--- src/rtl/matrix_scroll_buffer.sv ---
// rtl/matrix_scroll_buffer.sv - column FIFO and scrolling 5-column window feeding the LED matrix column scanner
//
// Purpose:
//   Buffers 7-bit column bitmaps from a valid/ready stream in a small FIFO and
//   shifts them right-to-left through a 5-column display window, one column per
//   prescaler tick. A column tagged "last" is followed by five blank columns so
//   the message scrolls fully off before the block goes idle again.
//
// Ports:
//   clock, reset      rising-edge clock, synchronous active-high reset
//   in_column[6:0]    column bitmap to enqueue
//   in_valid, in_last entry valid / final column of a message
//   in_ready          FIFO has room this cycle (combinational)
//   scroll_enable     prescaler advances only while high
//   pause             (MATRIX_SCROLL_PAUSE_EN only) freezes scrolling in SCROLL/DRAIN
//   column_4..0       display window, column_4 oldest, column_0 newest
//   busy              block is scrolling or draining
//   fifo_level        current FIFO occupancy
//
// Optional feature macro: MATRIX_SCROLL_PAUSE_EN

module matrix_scroll_buffer #(
    parameter int         SCROLL_DIV   = 25000000,
    parameter int         FIFO_DEPTH   = 8,
    parameter logic [6:0] BLANK_COLUMN = 7'b1111111
) (
    input  logic                          clock,
    input  logic                          reset,
    input  logic [6:0]                    in_column,
    input  logic                          in_valid,
    input  logic                          in_last,
    output logic                          in_ready,
    input  logic                          scroll_enable,
`ifdef MATRIX_SCROLL_PAUSE_EN
    input  logic                          pause,
`endif
    output logic [6:0]                    column_4,
    output logic [6:0]                    column_3,
    output logic [6:0]                    column_2,
    output logic [6:0]                    column_1,
    output logic [6:0]                    column_0,
    output logic                          busy,
    output logic [$clog2(FIFO_DEPTH):0]   fifo_level
);

    localparam int PTR_W = $clog2(FIFO_DEPTH);
    localparam int LVL_W = PTR_W + 1;
    localparam int CNT_W = $clog2(SCROLL_DIV);

    typedef enum logic [1:0] {
        ST_IDLE   = 2'd0,
        ST_SCROLL = 2'd1,
        ST_DRAIN  = 2'd2
    } state_t;

    state_t               state_q, state_d;
    logic [CNT_W-1:0]     cnt_q, cnt_d;
    logic [2:0]           drain_q, drain_d;
    logic [4:0][6:0]      win_q, win_d;
    logic [PTR_W-1:0]     wr_ptr_q, wr_ptr_d;
    logic [PTR_W-1:0]     rd_ptr_q, rd_ptr_d;
    logic [LVL_W-1:0]     level_q, level_d;
    logic [7:0]           fifo_mem_q [FIFO_DEPTH];

    logic                 pause_int;
    logic                 active;
    logic                 advance;
    logic                 tick;
    logic                 push;
    logic                 pop;
    logic                 fifo_empty;
    logic [7:0]           head;

`ifdef MATRIX_SCROLL_PAUSE_EN
    assign pause_int = pause;
`else
    assign pause_int = 1'b0;
`endif

    assign in_ready   = (level_q < LVL_W'(FIFO_DEPTH));
    assign fifo_empty = (level_q == '0);
    assign head       = fifo_mem_q[rd_ptr_q];
    assign push       = in_valid && in_ready;

    always_comb begin
        state_d  = state_q;
        cnt_d    = cnt_q;
        drain_d  = drain_q;
        win_d    = win_q;
        pop      = 1'b0;

        active  = (state_q != ST_IDLE);
        advance = active && scroll_enable && !pause_int;
        tick    = advance && (cnt_q == CNT_W'(SCROLL_DIV - 1));

        // Prescaler is held (not cleared) while disabled or paused.
        if (!active) begin
            cnt_d = '0;
        end else if (advance) begin
            cnt_d = tick ? '0 : cnt_q + 1'b1;
        end

        case (state_q)
            ST_IDLE: begin
                if (!fifo_empty) begin
                    state_d = ST_SCROLL;
                end
            end
            ST_SCROLL: begin
                if (tick) begin
                    if (!fifo_empty) begin
                        pop   = 1'b1;
                        win_d = {win_q[3:0], head[6:0]};
                        if (head[7]) begin
                            state_d = ST_DRAIN;
                            drain_d = 3'd0;
                        end
                    end else begin
                        // Underrun: keep scrolling with a gap rather than stalling.
                        win_d = {win_q[3:0], BLANK_COLUMN};
                    end
                end
            end
            ST_DRAIN: begin
                if (tick) begin
                    win_d = {win_q[3:0], BLANK_COLUMN};
                    if (drain_q == 3'd4) begin
                        state_d = ST_IDLE;
                    end else begin
                        drain_d = drain_q + 3'd1;
                    end
                end
            end
            default: begin
                state_d = ST_IDLE;
            end
        endcase

        wr_ptr_d = wr_ptr_q + PTR_W'(push);
        rd_ptr_d = rd_ptr_q + PTR_W'(pop);
        level_d  = level_q + LVL_W'(push) - LVL_W'(pop);
    end

    always_ff @(posedge clock) begin
        if (reset) begin
            state_q  <= ST_IDLE;
            cnt_q    <= '0;
            drain_q  <= '0;
            win_q    <= {5{BLANK_COLUMN}};
            wr_ptr_q <= '0;
            rd_ptr_q <= '0;
            level_q  <= '0;
        end else begin
            state_q  <= state_d;
            cnt_q    <= cnt_d;
            drain_q  <= drain_d;
            win_q    <= win_d;
            wr_ptr_q <= wr_ptr_d;
            rd_ptr_q <= rd_ptr_d;
            level_q  <= level_d;
        end
    end

    // Storage needs no reset; occupancy is tracked by the pointers and level.
    always_ff @(posedge clock) begin
        if (push && !reset) begin
            fifo_mem_q[wr_ptr_q] <= {in_last, in_column};
        end
    end

    assign column_4   = win_q[4];
    assign column_3   = win_q[3];
    assign column_2   = win_q[2];
    assign column_1   = win_q[1];
    assign column_0   = win_q[0];
    assign busy       = (state_q != ST_IDLE);
    assign fifo_level = level_q;

endmodule

--- config.mk ---
export PLATFORM = sky130hd
export DESIGN_NAME = matrix_scroll_buffer
export DESIGN_NICKNAME = d
export VERILOG_FILES = /design/src/rtl/matrix_scroll_buffer.sv
export SDC_FILE = /design/constraint.sdc
export NUM_CORES = 1
export LEC_CHECK = 0
export BUFFER_PORTS_ARGS = -buffer_cell sky130_fd_sc_hd__buf_2
export CORE_MARGIN = 3
export CORE_UTILIZATION = 55
export CTS_BUF_LIST = sky130_fd_sc_hd__clkbuf_4 sky130_fd_sc_hd__clkbuf_8 sky130_fd_sc_hd__clkbuf_16
export CTS_CLUSTER_SIZE = 25
export DETAILED_ROUTE_END_ITERATION = 10
export GPL_TIMING_DRIVEN = 0
export PLACE_DENSITY = 0.74
export SLEW_MARGIN = 30
export SYNTH_ARGS = -nofsm -noshare
export SYNTH_HDL_FRONTEND = slang
export SYNTH_SLANG_ARGS = --single-unit
--- constraint.sdc ---
create_clock -name clock -period 5.3 [get_ports clock]
set_clock_uncertainty 0.2 [all_clocks]
set_input_delay 0.265 -clock clock [delete_from_list [all_inputs] [get_ports clock]]
set_output_delay 0.265 -clock clock [all_outputs]
set_load 0.1 [all_outputs]
### After elaboration in Yosys (flattened, before gate mapping)

Memories as Yosys holds them, arrays and structs flattened. A register that Yosys moved wholly into a read port is not among the register bits.
Index checks and enable logic that the tools add are counted.

* register bits: 75
* bits in writable memories: 64
* input bits: 12
* output and inout bits: 41
* word-level logic and storage cells: 68
* memories kept: 1

Memories
* fifo_mem_q: depth 8, bits a word 8, rd ports 1, clocked after Yosys merged registers in 1, wr ports 1, line 63 `logic [7:0] fifo_mem_q [FIFO_DEPTH];`

* add/sub/neg operators: 6
* order comparisons: 1
* equal/unequal tests: 11
* mux-type cells: 24
* bitwise operators: 1
* reductions and logical operators: 13

Operators by type and width (count)
* 35-bit two-way mux: 2
* 35-bit case mux with 2 select lines: 1
* 25-bit by 1-bit adder with 25-bit output (second input constant): 1
* 25-bit equality test (second input constant): 1
* 25-bit two-way mux: 1
* 3-bit two-way mux: 6
* 2-bit inequality test (second input constant): 7
* 2-bit two-way mux: 6
* 6-bit AND reduction: 2
* 7-bit two-way mux: 1
* 3-bit by 1-bit adder with 3-bit output: 2
* 2-bit case mux with 3 select lines: 1
* 3-bit case mux with 2 select lines: 1
* 1-bit two-way mux: 5
* 4-bit by 1-bit adder with 4-bit output: 1
* 1-bit logical AND: 4
* 4-bit zero test: 1
* 4-bit less-than comparator (second input constant): 1
* 2-bit nonzero test: 2
* 4-bit by 1-bit subtractor with 4-bit output: 1
* 3-bit by 1-bit adder with 3-bit output (second input constant): 1
* 3-bit equality test (second input constant): 1
* 3-bit AND reduction: 1
* 2-bit by 1-bit equality test with 1-bit output (second input constant): 1
* other kinds (5): 5

### Logic depth before layout (Yosys ltp)

* depth after elaboration: 7
* mapped depth: 13
* gate-level depth less buffers: 13

### Least setup slack after synthesis

OpenSTA, ideal clock, no wires.

* path kind: flip-flop to flip-flop
* start: reg level_q[3] (netlist: fifo_level[3])
* end: reg level_q[1] (netlist: fifo_level[1])
* data arrival time: 3700 ps
* required time: 4972 ps
* slack: 1272 ps
* cell stages (with the launch flop): 12
* period minus slack after synthesis: 4028 ps
* cells stage by stage: dfxtp_1 -> inv_1 -> ha_1 -> or3b_2 -> and2_0 -> nand4_1 -> inv_1 -> ha_1 -> inv_1 -> ha_1 -> fa_1 -> nor2b_1

RTL lines
* from (decl): line 62 `logic [LVL_W-1:0] level_q, level_d;`
* from (signal assigned): line 160 `level_q <= level_d;`
* 4-bit less-than comparator: line 80 `assign in_ready = (level_q < LVL_W'(FIFO_DEPTH));`
* via in_ready: line 32 `output logic in_ready,`
* 1-bit logical AND: line 83 `assign push = in_valid && in_ready;`
* 4-bit by 1-bit adder with 4-bit output: line 141 `level_d = level_q + LVL_W'(push) - LVL_W'(pop);`
* 4-bit by 1-bit subtractor with 4-bit output: line 141
* via level_d[1]: line 62

The timed path passes the listed nets, and every way through them passes these cells.
A chain may end at the register's enable or synchronous reset.

### Worst setup path in the final report

* start: reg cnt_q[0]
* end: reg level_q[3] (netlist: fifo_level[3])

* cells in the longest elaborated chain, start to end: 5

RTL lines
* from (decl): line 57 `logic [CNT_W-1:0] cnt_q, cnt_d;`
* from (signal assigned): line 155 `cnt_q <= cnt_d;`
* 25-bit equality test: line 94 `tick = advance && (cnt_q == CNT_W'(SCROLL_DIV - 1));`
* 1-bit logical AND: line 94
* 1-bit two-way mux: line 110 `if (tick) begin`
* 1-bit two-way mux: line 103 `case (state_q)`
* 4-bit by 1-bit subtractor with 4-bit output: line 141

No other way between the ends.

==> summary.txt <==
Outcome
  – Status: finished clean

GRT
  – Grt ovf: 0
  – Initial antenna violation count: 0
  – Global Route Usage Sum: 21.2%
  – Vias in the first global route: 3778
  – First-pass GRT wire length: 19200 um
  – Pin count of the biggest net entering global routing: 17

Yosys
  – Post-Syn Area per Cell: 12.1 um^2
  – Primary FF master, synth: dfxtp_1
  – Ys async rst share: 0%
  – Synth top area cells: edfxtp_1, dfxtp_1, mux4_2, nor2b_1, a211o_1
  – Gate Count Post-Synth: 494
  – Most common cell in the synthesized netlist: dfxtp_1
  – Area leader, netlist: edfxtp_1
  – Synth top area share: 32.1%
  – Synth unique cells: 49
  – #FFs+latches synth: 139
  – Post-synthesis sequential area ratio: 57.1%
  – Post-Syn Area: 5990 um^2
  – Yosys warns: 0
  – Syn_nets: 519
  – Post-synth EDFFs: 64
  – Commonest cells post-synth: dfxtp_1, edfxtp_1, nor2_1

Timing
  – Finish-stage setup viols: 0
  – Fmax: 295 MHz
  – Max-slew violations: 0
  – Hold slack: 0.0971 ns
  – Final hold vios: 0
  – Setup repair after global routing missed its margin: false
  – Total negative slack: 0 ns
  – Max-slew headroom: 37.0%
  – Worst-margin pin slew: 0.942 ns
  – Fin crit period: 3.39 ns
  – Tcrit/Tclk final: 63.9%

CTS
  – CTS buffer count: 17
  – CTS max path bufs: 2
  – CTS tree: built
  – Reg clk slew, reported paths: 0.06 ns
  – Root buffer cell: clkbuf_8
  – Htree depth: 4
  – TritonCTS Sinks: 139
  – Worst-skew pair later-pin latency: 0.53 ns
  – Post-CTS Setup Inserts: 0

Power and ir drop
  – Peak supply drop: 0.330 mV
  – Pwr Total: 2570 uW
  – Pleak: 0.00244 uW
  – Pwr Density: 363 nW/um^2

Routing
  – Post-route ant nets: 0
  – Vias/cell: 5.41
  – Residual DRC: 0
  – DR pass1 iterations: 4
  – Initial drt markers: 310
  – Routed len/inst: 16.5 um
  – Detailed Route WL: 11900 um
  – Vias: 3901

Worst setup path
  – Critical Path RT: 5.49 ns
  – CP startpoint kind: flop
  – Reg-to-reg critical path startpoint: cnt_q[0]
  – Reg2Reg Setup Slack: 1.91 ns
  – Reg2reg end: fifo_level[3]
  – Crit path max fanout: 9
  – Worst Reg-to-Reg Cells: 12
  – Crit. End Element: flop
  – Critical Path AT: 3.58 ns
  – WS Path Type: reg2reg

Final layout
  – Area delta synth->final: 18.1%
  – Fin nets: 597
  – Antenna cell count: 0
  – Post-Route Utilization: 67.7%
  – Share of post-route cells with drive strength above 1: 23.9%

Run
  – Max_cap viols: 0

Placement
  – Input/output buffers: 50
  – Gpl congestion: 0.823
  – Hpwl dp: 7980 um

Floorplan
  – Die height: 110 um
  – I/O Pins: 53
  – Initial core utilization: 57.3%
  – Die X: 110 um
  – Core Rows: 37
  – Core Area: 10500 um^2
  – Die ar.: 12200 um^2

Hold path
  – Hold Crit Class: in2reg
  – Worst hold stages: 5
  – Worst hold start: in_valid
  – Worst hold endpoint: wr_ptr_q[0]
==> registers in the layout (all words and copies together), names as in the netlist <==
name,cells
cnt_q,25
column_0,7
column_1,7
column_2,7
column_3,7
column_4,7
drain_q,3
fifo_level,4
fifo_mem_q,64
rd_ptr_q,3
state_q,2
wr_ptr_q,3
==> kinds of logic after synthesis <==
group	Yosys count	share of synthesized area, %
AO/OA/AOI/OAI	57	7.50
XOR/XNOR	27	3.95
adder cells (fa/ha/maj)	13	2.84
buffers and inverters	64	6.43
flip-flops	139	57.1
multiplexers	20	6.47
AND/OR/NAND/NOR	174	15.7
==> how the worst max path moves through the flow <==
stage                        startpoint       endpoint  slack (ns)  cells after the start
after floorplan           fifo_level[3]  fifo_level[1]        1.27                     11
after global placement         cnt_q[0]  fifo_level[3]        1.97                     12
after detailed placement       cnt_q[0]  fifo_level[3]        1.93                     12
after CTS                      cnt_q[0]  fifo_level[3]        1.91                     12
after global routing           cnt_q[0]  fifo_level[3]        1.65                     12
final                          cnt_q[0]  fifo_level[3]        1.91                     12
==> power breakdown <==
part / leakage [uW] / internal [uW] / switching, uW / total (uW)
clock network: 0.000273 / 675 / 449 / 1120
registers: 0.00118 / 1150 / 21.6 / 1180
logic: 0.000981 / 77.5 / 196 / 273
==> metrics by stage <==
stage,setup WS [ns],instance area (um^2),instances
3_3_place_gp,1.97,6410,680
4_1_cts,1.91,7080,721
5_1_grt,1.65,7080,721
3_5_place_dp,1.93,6420,680
6_report,1.91,7080,721
2_1_floorplan,1.27,5990,494
==> final cells by class <==
| cell class | count | area (um^2) |
|---|---|---|
| clock inverters | 14 | 145 |
| inverters | 14 | 52.6 |
| plain buffers | 50 | 333 |
| repair buffers | 59 | 340 |
| clock buffers | 18 | 422 |
| fillers | 775 | 3380 |
| well taps | 136 | 170 |
| multi-input cells | 291 | 2190 |
| flip-flops and latches | 139 | 3420 |
==> layout by cell type (no fill, tap or decap), types with 9 or more instances in the layout <==
master / netlist / routed
a211o_1: 28 / 28
buf_2: 1 / 51
buf_4: 30 / 30
clkbuf_1: 13 / 13
clkbuf_16: 0 / 16
dfxtp_1: 75 / 75
dlygate4sd3_1: 0 / 9
edfxtp_1: 64 / 64
ha_1: 12 / 12
inv_1: 14 / 14
mux4_2: 15 / 15
nand2_1: 18 / 18
nand3_1: 12 / 12
nor2_1: 50 / 50
nor2b_1: 44 / 44
nor4_1: 9 / 9
xnor2_1: 23 / 23
==> metal layers <==
metal / track usage, % / vias to the layer above / wire length (um)
li1: - / 1908 / -
met1: 27.9 / 1874 / 5310
met2: 34.2 / 107 / 5890
met3: 5.42 / 12 / 597
met4: 7.74 / 0 / 124
met5: 0 / - / 0
==> critical path: stages, from the launching register on <==
cell       delay, ns
dfxtp_1         0.38
ha_1            0.21
o2111ai_1       0.20
nor4_1          0.41
nand4_1         0.55
inv_1           0.25
ha_1            0.17
inv_1           0.06
ha_1            0.28
a21o_1          0.19
a21oi_1         0.18
xnor2_1         0.13
nor2_1          0.05
==> timing repair <==
item,CTS,global route
hold buffers,9,0
gates resized for setup,0,0
hold endpoints to repair,67,0
No activity file was read; power rests on OpenSTA's default activity.
